## config.mk

```make
export PLATFORM = sky130hd
export DESIGN_NAME = usb4_lane_block_encoder
export DESIGN_NICKNAME = d
export VERILOG_FILES = /design/src/rtl/usb4_lane_block_encoder.sv
export SDC_FILE = /design/constraint.sdc
export NUM_CORES = 1
export LEC_CHECK = 0
export CAP_MARGIN = 15
export CORE_ASPECT_RATIO = 0.75
export CORE_UTILIZATION = 40
export DETAILED_ROUTE_END_ITERATION = 12
export GPL_ROUTABILITY_DRIVEN = 0
export PLACE_DENSITY = 0.58
export SYNTH_ARGS = -nofsm -noshare
export SYNTH_HDL_FRONTEND = slang
export SYNTH_HIERARCHICAL = 1
export SYNTH_SLANG_ARGS = --single-unit
export TNS_END_PERCENT = 50
```

## constraint.sdc

```tcl
create_clock -name enc_clk -period 8.5 [get_ports enc_clk]
set_input_delay 1.7 -clock enc_clk [delete_from_list [all_inputs] [get_ports enc_clk]]
set_output_delay 1.7 -clock enc_clk [all_outputs]
set_load 0.02 [all_outputs]
```

## src/rtl/usb4_lane_block_encoder.sv

```systemverilog
// usb4_lane_block_encoder
//   Multi-lane USB4 transmit block encoder. Collects one byte per lane per
//   accepted cycle into 64b/66b (gen_speed=2) or 128b/132b (gen_speed=1)
//   blocks and prepends the sync header, or passes single bytes through
//   (gen_speed=0). One output register plus one holding block (the
//   accumulator itself) keep intake running across a one-block serializer stall.
// Ports:
//   enc_clk, rst (async, active low), enable (low = synchronous flush)
//   gen_speed, d_sel, in_valid/in_ready, lane_tx[8*NUM_LANES]  byte intake
//   out_data[132*NUM_LANES], out_type, out_valid/out_ready     block output
//   new_sym, enable_ser, mode_err                              status

// Per-lane datapath: byte accumulator and formatted output register.
module usb4_lbe_lane (
  input  logic         enc_clk,
  input  logic         rst,
  input  logic         flush,
  input  logic [7:0]   byte_in,
  input  logic         first,
  input  logic [3:0]   pos,
  input  logic         acc_wr,
  input  logic         out_ld,
  input  logic         out_sel_held,
  input  logic [1:0]   fmt_mode,
  input  logic         fmt_type,
  output logic [131:0] blk_out
);
  logic [127:0] acc_q, acc_d, blk_data, fmt_src;
  logic [131:0] out_q, out_d, fmt_blk;

  always_comb begin
    // A new block starts from zero so stale bytes of a longer mode never leak.
    blk_data = first ? '0 : acc_q;
    blk_data[{pos, 3'b000} +: 8] = byte_in;
    fmt_src = out_sel_held ? acc_q : blk_data;
    case (fmt_mode)
      2'd1:    fmt_blk = {(fmt_type ? 4'b0101 : 4'b1010), fmt_src};
      2'd2:    fmt_blk = {66'd0, (fmt_type ? 2'b01 : 2'b10), fmt_src[63:0]};
      default: fmt_blk = {124'd0, fmt_src[7:0]};
    endcase
    acc_d = flush ? '0 : (acc_wr ? blk_data : acc_q);
    out_d = out_ld ? fmt_blk : out_q;
  end

  always_ff @(posedge enc_clk or negedge rst) begin
    if (!rst) begin
      acc_q <= '0;
      out_q <= '0;
    end else begin
      acc_q <= acc_d;
      out_q <= out_d;
    end
  end

  assign blk_out = out_q;
endmodule

module usb4_lane_block_encoder #(
  parameter int NUM_LANES      = 2,
  parameter int TRANSPORT_DSEL = 8,
  parameter int IDLE_DSEL      = 9
) (
  input  logic                       enc_clk,
  input  logic                       rst,
  input  logic                       enable,
  input  logic [1:0]                 gen_speed,
  input  logic [3:0]                 d_sel,
  input  logic                       in_valid,
  output logic                       in_ready,
  input  logic [8*NUM_LANES-1:0]     lane_tx,
  output logic [132*NUM_LANES-1:0]   out_data,
  output logic                       out_type,
  output logic                       out_valid,
  input  logic                       out_ready,
  output logic                       new_sym,
  output logic                       enable_ser,
  output logic                       mode_err
);
  localparam logic [3:0] TDSEL = 4'(TRANSPORT_DSEL);
  localparam logic [3:0] IDSEL = 4'(IDLE_DSEL);

  logic [3:0] cnt_q, cnt_d, eff_cnt, blk_last;
  logic [1:0] gen_q, gen_d, fmt_mode;
  logic       type_q, type_d, cur_type, fmt_type;
  logic       acc_full_q, acc_full_d;
  logic       out_valid_q, out_valid_d;
  logic       out_type_q, out_type_d;
  logic       new_sym_q, new_sym_d;
  logic       enable_ser_q, enable_ser_d;
  logic       mode_err_q, mode_err_d;
  logic       mode_chg, first, accept, last, out_free;
  logic       load_new, load_held, hold_new, acc_wr;

  always_comb begin
    // A mode switch mid-block drops the partial; this cycle's byte becomes byte 0.
    mode_chg = enable && (cnt_q != 4'd0) && (gen_speed != gen_q);
    eff_cnt  = mode_chg ? 4'd0 : cnt_q;
    first    = (eff_cnt == 4'd0);
    cur_type = first ? (d_sel == TDSEL) : type_q;
    // Past byte 0 gen_speed equals gen_q (otherwise mode_chg), so gen_speed
    // is the mode of whatever is being accepted.
    case (gen_speed)
      2'd1:    blk_last = 4'd15;
      2'd2:    blk_last = 4'd7;
      default: blk_last = 4'd0;
    endcase
    in_ready  = rst && enable && (gen_speed != 2'd3) && !acc_full_q;
    accept    = in_valid && in_ready && (d_sel != IDSEL);
    last      = (eff_cnt == blk_last);
    out_free  = !out_valid_q || out_ready;
    // in_ready is low while acc_full, so load_held never coincides with accept.
    load_held = enable && acc_full_q && out_free;
    load_new  = accept && last && out_free;
    hold_new  = accept && last && !out_free;
    acc_wr    = accept && !load_new;
    fmt_mode  = load_held ? gen_q  : gen_speed;
    fmt_type  = load_held ? type_q : cur_type;

    cnt_d = eff_cnt;
    if (!enable)     cnt_d = 4'd0;
    else if (accept) cnt_d = last ? 4'd0 : eff_cnt + 4'd1;

    gen_d  = gen_q;
    type_d = type_q;
    if (accept && first) begin
      gen_d  = gen_speed;
      type_d = cur_type;
    end

    acc_full_d = acc_full_q;
    if (!enable || load_held) acc_full_d = 1'b0;
    else if (hold_new)        acc_full_d = 1'b1;

    out_valid_d = out_valid_q;
    if (!enable)                    out_valid_d = 1'b0;
    else if (load_new || load_held) out_valid_d = 1'b1;
    else if (out_ready)             out_valid_d = 1'b0;

    out_type_d = out_type_q;
    if (load_new || load_held) out_type_d = fmt_type;

    new_sym_d    = load_new || load_held;
    enable_ser_d = enable && (enable_ser_q || load_new || load_held);
    mode_err_d   = (in_valid && gen_speed == 2'd3) || mode_chg;
  end

  always_ff @(posedge enc_clk or negedge rst) begin
    if (!rst) begin
      cnt_q        <= '0;
      gen_q        <= '0;
      type_q       <= 1'b0;
      acc_full_q   <= 1'b0;
      out_valid_q  <= 1'b0;
      out_type_q   <= 1'b0;
      new_sym_q    <= 1'b0;
      enable_ser_q <= 1'b0;
      mode_err_q   <= 1'b0;
    end else begin
      cnt_q        <= cnt_d;
      gen_q        <= gen_d;
      type_q       <= type_d;
      acc_full_q   <= acc_full_d;
      out_valid_q  <= out_valid_d;
      out_type_q   <= out_type_d;
      new_sym_q    <= new_sym_d;
      enable_ser_q <= enable_ser_d;
      mode_err_q   <= mode_err_d;
    end
  end

  for (genvar k = 0; k < NUM_LANES; k++) begin : g_lane
    usb4_lbe_lane u_lane (
      .enc_clk      (enc_clk),
      .rst          (rst),
      .flush        (!enable),
      .byte_in      (lane_tx[8*k +: 8]),
      .first        (first),
      .pos          (eff_cnt),
      .acc_wr       (acc_wr),
      .out_ld       (load_new || load_held),
      .out_sel_held (load_held),
      .fmt_mode     (fmt_mode),
      .fmt_type     (fmt_type),
      .blk_out      (out_data[132*k +: 132])
    );
  end

  assign out_valid  = out_valid_q;
  assign out_type   = out_type_q;
  assign new_sym    = new_sym_q;
  assign enable_ser = enable_ser_q;
  assign mode_err   = mode_err_q;
endmodule

```

# ---- After elaboration in Yosys (flattened, before gate mapping)
# Cells that the tools add are included.
dict set report totals {
  regBits 533
  latch_bits 0
  ram_bits 0
  romBits 0
  input_bits 27
  out_inout_bits 270
  word_cells 87
  n_memories 0
}
dict set report op_classes {
  addsub 2
  n_mul 0
  div_mod_pow 0
  n_lt_le_gt_ge 0
  eq_ne 12
  shift 3
  muxes 27
  n_bitwise 0
  reduce_logical 30
}
# cell count
set ops {}
lappend ops {{$mux 128} 8}
lappend ops {{$pmux 132 s2} 2}
lappend ops {{$bwmux 128} 2}
lappend ops {{$shiftx 8x9->128} 2}
lappend ops {{$shift 8x9->128 const A} 1}
lappend ops {{$mux 4} 5}
lappend ops {{$logic_and 1x1->1} 16}
lappend ops {{$neg 7->9} 1}
lappend ops {{$pmux 4 s2} 1}
lappend ops {{$mux 1} 7}
lappend ops {{$eq 2x2->1 const B} 3}
lappend ops {{$logic_or 1x1->1} 6}
lappend ops {{$logic_not 1->1} 5}
lappend ops {{$add 4x1->4 const B} 1}
lappend ops {{$eq 2x1->1 const B} 2}
lappend ops {{$eq 4x4->1} 1}
lappend ops {{$eq 4x4->1 const B} 1}
lappend ops {{$logic_not 4->1} 1}
lappend ops {{$mux 2} 2}
lappend ops {{$ne 4x4->1 const B} 1}
lappend ops {{$reduce_bool 4->1} 1}
lappend ops {{$ne 3x1->1 const B} 1}
lappend ops {{$ne 2x1->1 const B} 1}
lappend ops {{$ne 2x2->1} 1}
lappend ops {{2 further kinds} 2}

# ---- Logic depth before layout (Yosys ltp)
# Gate-level depths: netlist of the first run.
dict set report depth {
  depth_word 11
  depth_mapped 15
  mapped_depth_nobuf 12
}

# ---- Cells and area by module
# Netlist of the first run, hierarchy kept.
# module instances cells_per_inst area_per_inst_um2 seq_area_each_um2
set by_module_without_submodules {}
lappend by_module_without_submodules {{usb4_lbe_lane at g_lane[0].u_lane} 1 1157 11845.1 6456.2}
lappend by_module_without_submodules {{usb4_lbe_lane at g_lane[1].u_lane} 1 1032 11597.4 6456.2}
lappend by_module_without_submodules {usb4_lane_block_encoder 1 82 798.3 325.3}

# ---- Worst setup path after synthesis of the first run
# Ideal clock, no wire load.
dict set report synth_path {
  path_kind {input to register}
  start {input gen_speed[0]}
  end {register g_lane[0].u_lane.out_q[16]}
  setup_time_ns 0.067
  arrival_time_ns 4.505
  required_ns 8.433
  path_slack_ns 3.928
  stages 14
  n_path_buf 4
  cell_sequence {ha_1 > and4bb_1 > nand2_1 > a21oi_2 > o221a_1 > a31o_2 > buf_2 > inv_2 > or3_1 > buf_2 > buf_2 > buf_2 > nor4_1 > a221o_1}
}
dict set report synth_between {
  elab_chain_cells 8
  word_cells_on_any_way 26
  cone_classes {1 x add/sub; 7 x eq/ne; 2 x shift; 7 x mux; 9 x reduce/logical}
}
# item line_no
set synth_rtl {}
lappend synth_rtl {{from (decl)} 66} ;# input logic [1:0] gen_speed,
lappend synth_rtl {{$ne 2x2->1} 107} ;# in_ready = rst && enable && (gen_speed != 2'd3) && !acc_full_q;
lappend synth_rtl {{$logic_and 1x1->1 (2 in a row)} 107}
lappend synth_rtl {{via in_ready} 69} ;# output logic in_ready,
lappend synth_rtl {{$logic_and 1x1->1 (2 in a row)} 108} ;# accept = in_valid && in_ready && (d_sel != IDSEL);
lappend synth_rtl {{$logic_and 1x1->1 (2 in a row)} 113} ;# load_new = accept && last && out_free;
lappend synth_rtl {{$logic_or 1x1->1} -}
lappend synth_rtl {{via new_sym_d} 88} ;# logic new_sym_q, new_sym_d;
lappend synth_rtl {{to (signal assigned)} 51} ;# out_q <= out_d;
lappend synth_rtl {{to (decl)} 29} ;# logic [131:0] out_q, out_d, fmt_blk;
# The timed path passes the listed nets, and every way through them passes these cells.
# A chain may end at the register's enable or synchronous reset.

# ---- Worst setup path after layout of the first run
dict set report layout_path {
  start {input gen_speed[0]}
  end {register g_lane[0].u_lane.out_q[100]}
}
dict set report layout_between {
  elab_chain_cells 8
  word_cells_on_any_way 26
  cone_classes {1 x add/sub; 7 x eq/ne; 2 x shift; 7 x mux; 9 x reduce/logical}
}
# item line_no
set layout_rtl {}
lappend layout_rtl {{$ne 2x2->1 *} 96} ;# mode_chg = enable && (cnt_q != 4'd0) && (gen_speed != gen_q);
lappend layout_rtl {{$logic_and 1x1->1 *} 96}
lappend layout_rtl {{$mux 4 *} 97} ;# eff_cnt = mode_chg ? 4'd0 : cnt_q;
lappend layout_rtl {{via eff_cnt[0]} 82} ;# logic [3:0] cnt_q, cnt_d, eff_cnt, blk_last;
lappend layout_rtl {{$neg 7->9 or $logic_not 4->1 (tied branches)} {34, 98}}
lappend layout_rtl {{$shiftx 8x9->128 (tied with other cells)} 34} ;# blk_data[{pos, 3'b000} +: 8] = byte_in;
lappend layout_rtl {{$bwmux 128} 34}
lappend layout_rtl {{$mux 128} 35} ;# fmt_src = out_sel_held ? acc_q : blk_data;
lappend layout_rtl {{$pmux 132 s2} 36} ;# case (fmt_mode)
# The timed path passes the listed nets; every way through them passes the cells marked *.

==> results by group, run 1 <==
Synthesis
  • Synth warnings: 6
  • Yosys reg bits: 529
  • Primary FF master, synth: dfrtp_1
  • Asr flop ratio synth: 1.000
  • Mapped cell area: 24240 um2
  • Post-synth EDFFs: 0
  • Syn_nets: 2310
  • Post-Syn Area per Cell: 10.67 um2
  • Cells after Synth: 2271
  • Count of cell types in the netlist: 94
  • Seq/Total Area, Yosys: 0.5461

GRT
  • First-pass GRT wire length: 125.6 mm
  • Global route overflow: 0
  • Vias in the first global route: 19640
  • All-Layer GR Usage: 0.2661
  • Initial antenna violation count: 4
  • Largest net degree at the start of global routing: 176

Hold path
  • Worst Hold End: g_lane[1].u_lane/blk_out[89]
  • Hold path start: g_lane[1].u_lane/acc_q[89]
  • Hold path depth: 1
  • Hold Path Class: reg -> reg

Timing
  • Max-slew violations: 0
  • Setup TNS: 0 ps
  • Final Skew: 21.63 ps
  • Final period util: 0.7026
  • Fmax: 0.1674 GHz
  • Minimum clock period: 5972 ps
  • Final hold vios: 0
  • Hold_ws: 476.8 ps
  • Worst-margin pin slew: 1214 ps
  • RSZ-0062 raised after global routing: no
  • Final setup fails: 0
  • Relative slew slack: 0.1908

Detailed routing
  • DRC violations left: 0
  • DR pass1 iterations: 6
  • Avg WL per Cell: 25.18 um
  • Iteration-0 DRC count of the detailed router: 2169
  • Final ANT Viol Nets: 0
  • Routed vias: 20010
  • Overall routed net length: 83.13 mm
  • Routed vias/inst: 6.063

Worst setup path
  • WP data arrival: 6460 ps
  • Worst r2r path cells: 11
  • Crit path buffers/inverters: 3
  • Crit Path Class: in -> reg
  • CP max-delay cell: nor2_1
  • Crit-path leading delay family: compound AO/OA/AOI/OAI gates
  • CP max FO: 21
  • Critical R2R Capture: g_lane[0].u_lane/blk_out[100]
  • CP endpoint kind: flop
  • R2R Setup Slk: 3710 ps
  • CP cell instances: clkdlybuf4s50_1, xor2_1, o21ai_2, nand2_1, inv_1, inv_1, ha_1, nor2_1, o211ai_1, a21oi_1, nor2_1, a221o_1
  • Setup crit start kind: input port
  • Reg-to-Reg Start: gen_q[1]
  • Max incr delay on CP: 770 ps
  • CP required: 8990 ps

Run
  • Max Cap Viol: 0

Power
  • Clock power share: 0.458
  • Net Sw Frac: 0.2422
  • Final Power: 0.005537 W
  • Int Pwr: 0.004196 W
  • Combinational power share: 0.073
  • Max VDD drop: 0.1422 mV
  • Pwr/cell area: 187.1 nW/um2
  • Sequential cell fraction of total power: 0.468
  • Net Switching: 0.001341 W
  • Static leakage: 13.12 nW

CTS
  • Clock slew at reported path FFs: 60 ps
  • Clk sinks: 529
  • Clk root buf: clkbuf_16
  • Num CTS Buffers: 54
  • Clock Latency Late Sink: 610 ps
  • Hold buffers post-CTS: 0
  • CTS H-tree depth: 2
  • TritonCTS clock tree: done
  • PostCTS Resize Cnt: 0
  • Post-CTS setup buffers: 0
  • Clk buf depth: 3

Placed design
  • Placed inst area: 27670 um2
  • Placed Instances: 3195
  • Dpl hpwl: 53.96 mm
  • Port-buffer cells: 296

Finish
  • Area growth from synthesis to layout: 22.09%
  • Most common cell after layout, fill and taps aside: dfrtp_1
  • Share of cells above drive strength 1: 0.09410
  • Design Area, Final: 29600 um2
  • Final Net Count: 2502
  • Most frequent cells in the layout: dfrtp_1, clkdlybuf4s50_1, a221o_1, nand3_1, o21ai_0
  • Post-layout instance count excluding filler cells: 3301

Floorplanning
  • Die Ht: 215.2 um
  • Die ar.: 61600 um2
  • # IOs: 297
  • Row count: 77
  • Die width: 286.3 um
  • Initial Util: 0.4078
  • Core area: 59440 um2

Outcome
  • Status: finished, final reports clean
power groups by stage:
stage               clock network, W  logic (W)  registers [W]
floorplan                          0   0.000144        0.00267
global placement                   0   0.000402        0.00264
detailed placement                 0   0.000406        0.00264
CTS                          0.00258   0.000407        0.00259
global route                 0.00268   0.000435        0.00259
finish                       0.00254   0.000407        0.00259
cell usage after synthesis (12+ instances only):
master | count | area share
a21o_1 | 40 | 0.012
a21oi_1 | 107 | 0.022
a221o_1 | 180 | 0.074
a22o_1 | 70 | 0.025
a22oi_1 | 40 | 0.012
a32oi_1 | 24 | 0.0087
and2_1 | 59 | 0.015
and3_1 | 54 | 0.014
buf_2 | 36 | 0.0074
clkbuf_1 | 138 | 0.021
dfrtp_1 | 529 | 0.55
ha_1 | 12 | 0.0062
inv_1 | 56 | 0.0087
mux2i_1 | 17 | 0.0070
nand2_1 | 128 | 0.020
nand2b_1 | 14 | 0.0036
nand3_1 | 155 | 0.032
nor2_1 | 98 | 0.015
nor2b_1 | 76 | 0.020
nor3_1 | 31 | 0.0064
nor4_1 | 17 | 0.0044
o21ai_0 | 129 | 0.027
o21ai_2 | 13 | 0.0047
o221ai_1 | 16 | 0.0058
o32ai_1 | 16 | 0.0058
or2_2 | 21 | 0.0054
flip-flops by register name (all words and copies together) (netlist names):
signal	count
g_lane.u_lane/blk_out	260
g_lane.u_lane/acc_q	256
cnt_q	4
gen_q	2
acc_full_q	1
enable_ser	1
mode_err	1
new_sym	1
out_type	1
out_valid	1
type_q	1
per-stage QoR:
| stage | worst slack, ps | util |
|---|---|---|
| floorplan | 3928 | - |
| global placement | 2341 | 0.4655 |
| detailed placement | 2052 | 0.4655 |
| CTS | 2694 | 0.4975 |
| global route | 2213 | 0.4978 |
| finish | 2528 | 0.4979 |
how the worst max path moves through the flow:
stage,from,endpoint,slack (ps),cells past startpoint
4_1_cts,gen_speed[0],g_lane[0].u_lane/blk_out[100],2690,12
5_1_grt,gen_speed[0],g_lane[0].u_lane/blk_out[100],2210,12
3_5_place_dp,gen_speed[0],g_lane[0].u_lane/blk_out[100],2050,12
2_1_floorplan,gen_speed[0],g_lane[0].u_lane/blk_out[16],3930,14
3_3_place_gp,gen_speed[0],g_lane[0].u_lane/blk_out[96],2340,12
6_report,gen_speed[0],g_lane[0].u_lane/blk_out[100],2530,12
layer usage:
| layer | vias up | routed length, um | track usage |
|---|---|---|---|
| li1 | 8823 | - | - |
| met1 | 10160 | 38220 | 0.4002 |
| met2 | 873 | 35100 | 0.3737 |
| met3 | 160 | 7198 | 0.05807 |
| met4 | 0 | 2614 | 0.09447 |
| met5 | - | 0 | 0 |
worst register-to-register path, delay by kind of cell (launching register included):
kind | cells | cell delay, ps
fa+ha+maj | 1 | 470
xor+xnor | 1 | 190
flops | 1 | 420
buf+inv | 2 | 630
compound gates | 4 | 1770
simple gates | 3 | 1210
cell type report:
class | count | area [um2]
Fill cell | 5344 | 29850
Sequential cell | 529 | 13240
Multi-Input combinational cell | 1485 | 9963
Timing Repair Buffer | 332 | 3263
Clock buffer | 89 | 1737
Tap cell | 790 | 988.4
Inverter | 61 | 232.7
Clock inverter | 12 | 166.4
Antenna cell | 3 | 7.507
cell families after synthesis:
family | Yosys count | synth area share
AND/OR/NAND/NOR | 744 | 0.1678
AO/OA/AOI/OAI | 698 | 0.2228
flip-flops | 529 | 0.5461
buffers and inverters | 257 | 0.04444
multiplexers | 22 | 0.009497
adder cells (fa/ha/maj) | 12 | 0.006194
XOR/XNOR | 9 | 0.003252
(Power assumes the default switching activity.)
==> run 2, diff against run 1 <==
==> constraint.sdc (replaced) <==
create_clock -name enc_clk -period 5.65 [get_ports enc_clk]
set_input_delay 1.13 -clock enc_clk [delete_from_list [all_inputs] [get_ports enc_clk]]
set_output_delay 1.13 -clock enc_clk [all_outputs]
set_load 0.02 [all_outputs]
==> results by group, run 2 (synthesized netlist as in run 1, its figures left out) <==
Worst setup path
  • Setup crit start kind: input port
  • CP max-delay cell: nor3_1
  • Crit. path cell count: 11 (-1)
  • Crit Path Class: in -> reg
  • CP cell instances: clkdlybuf4s50_1, xor2_1, o21ai_2, and2_1, inv_1, ha_1, nor3b_2, a31oi_1, nor3_1, nor2b_1, a221o_1
  • Worst r2r path cells: 10 (-1)
  • WP data arrival: 5230 ps (-1230 ps)
  • CP max FO: 12 (-43%)
  • CP endpoint kind: flop
  • Crit path buffers/inverters: 2 (-1)
  • Max incr delay on CP: 880 ps (+110 ps)
  • CP required: 6200 ps (-2790 ps)
  • Crit-path leading delay family: simple AND/OR/NAND/NOR gates

Run
  • Max Cap Viol: 0 (unchanged)

Finish
  • Most frequent cells in the layout: dfrtp_1, clkdlybuf4s50_1, a221o_1, nand3_1, o21ai_0
  • Most common cell after layout, fill and taps aside: dfrtp_1
  • Max reg flops: 260 (unchanged)
  • Area growth from synthesis to layout: 23.31%
  • Final design utilization: 0.5029 (+0.004988)
  • Final Net Count: 2542 (+1.6%)
  • Share of cells above drive strength 1: 0.1091 (+0.01501)

Floorplanning
  • Die Ht: 215.2 um (unchanged)
  • Initial Util: 0.4078 (unchanged)
  • Row count: 77 (unchanged)
  • Die ar.: 61600 um2 (unchanged)
  • # IOs: 297 (unchanged)
  • Die width: 286.3 um (unchanged)
  • Core area: 59440 um2 (unchanged)

Timing
  • Max-slew violations: 0 (unchanged)
  • Final period util: 0.8284
  • Final Skew: 24.85 ps (+3.217 ps)
  • Setup TNS: 0 ps (unchanged)
  • Minimum clock period: 4681 ps
  • Final setup fails: 0 (unchanged)
  • RSZ-0062 raised after global routing: no
  • Worst-margin pin slew: 1165 ps (-48.96 ps)
  • Fmax: 0.2136 GHz
  • Final hold vios: 0 (unchanged)
  • Relative slew slack: 0.2235 (+0.03264)

CTS
  • Clk sinks: 529 (unchanged)
  • CTS H-tree depth: 2 (unchanged)
  • Hold buffers post-CTS: 0 (unchanged)
  • TritonCTS clock tree: done
  • Num CTS Buffers: 54 (unchanged)
  • PostCTS Resize Cnt: 0 (unchanged)
  • Clock slew at reported path FFs: 60 ps (about the same)
  • Clock Latency Late Sink: 610 ps (about the same)
  • Post-CTS setup buffers: 0 (unchanged)
  • Clk buf depth: 3 (unchanged)
  • Clk root buf: clkbuf_16

Detailed routing
  • Overall routed net length: 83.60 mm (+0.57%)
  • Final ANT Viol Nets: 0 (unchanged)
  • Routed vias: 20120 (+0.54%)
  • Avg WL per Cell: 25.02 um (-0.63%)
  • DR pass1 iterations: 6 (unchanged)
  • DRC violations left: 0 (unchanged)
  • Routed vias/inst: 6.023 (-0.66%)
  • Iteration-0 DRC count of the detailed router: 2053 (-5.3%)

Power
  • Max VDD drop: 0.2573 mV (+81%)
  • Static leakage: 13.31 nW (+1.5%)
  • Pwr/cell area: 278.3 nW/um2 (+49%)

GRT
  • Initial antenna violation count: 4 (unchanged)
  • Vias in the first global route: 19700 (+0.32%)
  • Largest net degree at the start of global routing: 96 (-45%)
  • Global route overflow: 0 (unchanged)
  • All-Layer GR Usage: 0.2675 (+0.001392)
  • First-pass GRT wire length: 126.3 mm (+0.61%)

Outcome
  • Status: finished, final reports clean

Placed design
  • Port-buffer cells: 296 (unchanged)
  • Dpl hpwl: 55.31 mm (+2.5%)

Hold path
  • Hold Path Class: in -> async
==> run 2: power breakdown <==
part	internal (W)	switching (W)	total (W)
Combinational	0.000207	0.000429	0.000635
Sequential	0.00385	0.0000496	0.00390
Clock	0.00224	0.00155	0.00378
Total	0.00629	0.00203	0.00832
==> run 2: area by class of cell <==
| type | count | area, um2 |
|---|---|---|
| sequential | 529 | 13240 |
| multi-input combinational | 1485 | 9963 |
| clock inverter | 20 | 234.0 |
| timing repair buffer | 372 | 3583 |
| clock buffer | 81 | 1647 |
| tap | 790 | 988.4 |
| inverter | 61 | 231.5 |
| antenna | 3 | 7.507 |
| fill | 5306 | 29550 |
==> run 2: routing by layer <==
metal / share of wire / up-vias / wire, um / track usage
li1: - / 8886 / - / -
met2: 0.42 / 894 / 35310 / 0.3751
met1: 0.45 / 10190 / 38020 / 0.4019
met5: 0.00016 / - / 13 / 0
met4: 0.030 / 2 / 2506 / 0.08734
met3: 0.093 / 148 / 7758 / 0.06433
==> run 2: final timing paths <==
check / from / endpoint / slack (ps)
max in group asynchronous: rst / g_lane[1].u_lane/blk_out[32] / 2370
setup / recovery: gen_speed[1] / g_lane[0].u_lane/blk_out[42] / 970
hold reg to reg: g_lane[1].u_lane/acc_q[119] / g_lane[1].u_lane/blk_out[119] / 470
setup reg to reg: gen_q[1] / g_lane[0].u_lane/blk_out[42] / 1650
hold / removal: rst / g_lane[1].u_lane/blk_out[95] / 410
min in group enc_clk: g_lane[1].u_lane/acc_q[119] / g_lane[1].u_lane/blk_out[119] / 470
==> run 2: worst reg2reg max path, stage by stage, from the launching register on <==
cell and delay [ps]:
dfrtp_1 410, xor2_1 180, o21ai_2 390, and2_1 550
inv_1 180, ha_1 360, nor3b_2 440, a31oi_1 170
nor3_1 880, nor2b_1 250, a221o_1 130
==> run 2: metrics by stage <==
| stage | total power, W | instances | setup WS [ps] | cell area (um2) | hold slack [ps] |
|---|---|---|---|---|---|
| floorplan | 0.004232 | 2271 | 1648 | 24240 | 448.8 |
| global placement | 0.004590 | 3233 | 552.8 | 27950 | 456.8 |
| detailed placement | 0.004597 | 3233 | 459.3 | 27950 | 458.3 |
| CTS | 0.008389 | 3334 | 1097 | 29830 | 378.7 |
| global route | 0.008586 | 3339 | 776.9 | 29890 | 398.8 |
| finish | 0.008318 | 3341 | 969.3 | 29890 | 406.2 |
==> run 3, diff against run 2 <==
==> constraint.sdc (replaced) <==
create_clock -name enc_clk -period 4.7 [get_ports enc_clk]
set_input_delay 0.94 -clock enc_clk [delete_from_list [all_inputs] [get_ports enc_clk]]
set_output_delay 0.94 -clock enc_clk [all_outputs]
set_load 0.02 [all_outputs]
==> results by group, run 3 (synthesized netlist as in run 1, its figures left out) <==
CTS
  • CTS H-tree depth: 2 (unchanged)
  • Num CTS Buffers: 54 (unchanged)
  • Clk root buf: clkbuf_16
  • Clk buf depth: 3 (unchanged)
  • TritonCTS clock tree: done
  • PostCTS Resize Cnt: 0 (unchanged)
  • Clock slew at reported path FFs: 60 ps (about the same)
  • Post-CTS setup buffers: 0 (unchanged)
  • Clk sinks: 529 (unchanged)
  • Clock Latency Late Sink: 610 ps (about the same)
  • Hold buffers post-CTS: 0 (unchanged)

Timing
  • Worst-margin pin slew: 1253 ps (+87.94 ps)
  • Fmax: 0.2430 GHz
  • Minimum clock period: 4115 ps
  • Setup TNS: 0 ps (unchanged)
  • RSZ-0062 raised after global routing: no
  • Max-slew violations: 0 (unchanged)
  • Final period util: 0.8755
  • Relative slew slack: 0.1648 (-0.05863)
  • Final setup fails: 0 (unchanged)
  • Final setup margin: 585.3 ps (-384.0 ps)
  • Final hold vios: 0 (unchanged)
  • Final Skew: 23.40 ps (-1.452 ps)

Worst setup path
  • CP max FO: 12 (unchanged)
  • CP endpoint kind: flop
  • Setup crit start kind: input port
  • CP required: 5120 ps (-1080 ps)
  • WP data arrival: 4530 ps (-700 ps)
  • Crit Path Class: in -> reg

Placed design
  • Port-buffer cells: 296 (unchanged)
  • Placed inst area: 28250 um2 (+1.0%)
  • Pre-CTS worst setup slack: 15.37 ps (-443.9 ps)
  • Dpl hpwl: 56.47 mm (+2.1%)

Floorplanning
  • Die width: 286.3 um (unchanged)
  • Row count: 77 (unchanged)
  • # IOs: 297 (unchanged)
  • Die ar.: 61600 um2 (unchanged)
  • Initial Util: 0.4078 (unchanged)
  • Core area: 59440 um2 (unchanged)
  • Die Ht: 215.2 um (unchanged)

GRT
  • Initial antenna violation count: 5 (+1)
  • Global route overflow: 0 (unchanged)
  • First-pass GRT wire length: 128.5 mm (+1.8%)
  • All-Layer GR Usage: 0.2724 (+0.004826)
  • Vias in the first global route: 20000 (+1.5%)
  • Largest net degree at the start of global routing: 189 (+97%)

Detailed routing
  • DRC violations left: 0 (unchanged)
  • DR pass1 iterations: 5 (-1)
  • Routed vias/inst: 6.053 (+0.50%)
  • Routed vias: 20390 (+1.3%)
  • Avg WL per Cell: 25.08 um (+0.24%)
  • Final ANT Viol Nets: 0 (unchanged)
  • Iteration-0 DRC count of the detailed router: 1915 (-6.7%)
  • Overall routed net length: 84.51 mm (+1.1%)

Finish
  • Max reg flops: 260 (unchanged)
  • Final Net Count: 2575 (+1.3%)
  • Design Area, Final: 30120 um2 (+0.77%)
  • Most common cell after layout, fill and taps aside: dfrtp_1
  • Area growth from synthesis to layout: 24.26%
  • Most frequent cells in the layout: dfrtp_1, clkdlybuf4s50_1, a221o_1, nand3_1, o21ai_0
  • Share of cells above drive strength 1: 0.1188 (+0.009730)

Outcome
  • Status: finished, final reports clean

Power
  • Pwr/cell area: 331.4 nW/um2 (+19%)
  • Max VDD drop: 0.2504 mV (-2.7%)
  • Static leakage: 13.47 nW (+1.2%)

Hold path
  • Hold Path Class: in -> async

Run
  • Max Cap Viol: 0 (unchanged)
run 3: cell count changes in the layout (fill, tap and decap cells not counted), moves of 2 or more:
cell        delta
clkinvlp_4     -2
buf_4         +30
clkinv_2       -4
clkbuf_16      -2
inv_6          +2
buf_12         +3
run 3: per-layer routing:
metal | vias to the layer above | wire length, um | global-route usage
li1 | 8959 | - | -
met1 | 10450 | 38990 | 0.4107
met2 | 854 | 36760 | 0.3894
met3 | 129 | 6609 | 0.05828
met4 | 2 | 2134 | 0.08021
met5 | - | 11 | 0
run 3: layout make-up:
cell class | instances | area (um2)
clock buffer | 79 | 1607
timing repair buffer | 405 | 3846
inverter | 61 | 231.5
fill | 5312 | 29320
multi-input combinational | 1485 | 9963
clock inverter | 16 | 237.7
tap | 790 | 988.4
antenna | 4 | 10.01
sequential | 529 | 13240
run 3: worst paths after layout:
path                       slack (ps)                  startpoint                            end  cells after the start
max reg2reg                      1100                    gen_q[0]  g_lane[0].u_lane/blk_out[124]                     11
min in group enc_clk              470  g_lane[1].u_lane/acc_q[79]   g_lane[1].u_lane/blk_out[79]                      1
min                               470                         rst   g_lane[1].u_lane/blk_out[79]                      2
min reg2reg                       470  g_lane[1].u_lane/acc_q[79]   g_lane[1].u_lane/blk_out[79]                      1
max in group asynchronous        2060                         rst     g_lane[0].u_lane/acc_q[74]                      4
max                               590                gen_speed[0]  g_lane[0].u_lane/blk_out[124]                     12
run 3: through the flow:
step	utilization	cells	hold WS [ps]	total power (W)
floorplan	-	2271	448.8	0.005087
global placement	0.4752	3267	456.5	0.005529
detailed placement	0.4752	3267	464.4	0.005537
CTS	0.5062	3362	464.1	0.01008
global route	0.5066	3367	490.1	0.01031
finish	0.5067	3369	469.5	0.009983
run 3: power by group:
part           switching, W  total, W  internal (W)
clock network       0.00185   0.00453       0.00268
registers         0.0000552   0.00468       0.00463
logic              0.000517  0.000773      0.000255
total               0.00242   0.00998       0.00756
run 3: critical path: stages:
cell,delay [ps]
clkdlybuf4s50_1,580
xor2_1,220
o21ai_2,120
buf_4,190
and2_1,230
inv_1,150
ha_1,380
nand2b_1,160
o21ai_2,340
a31oi_1,140
o21ai_1,810
o221ai_1,270
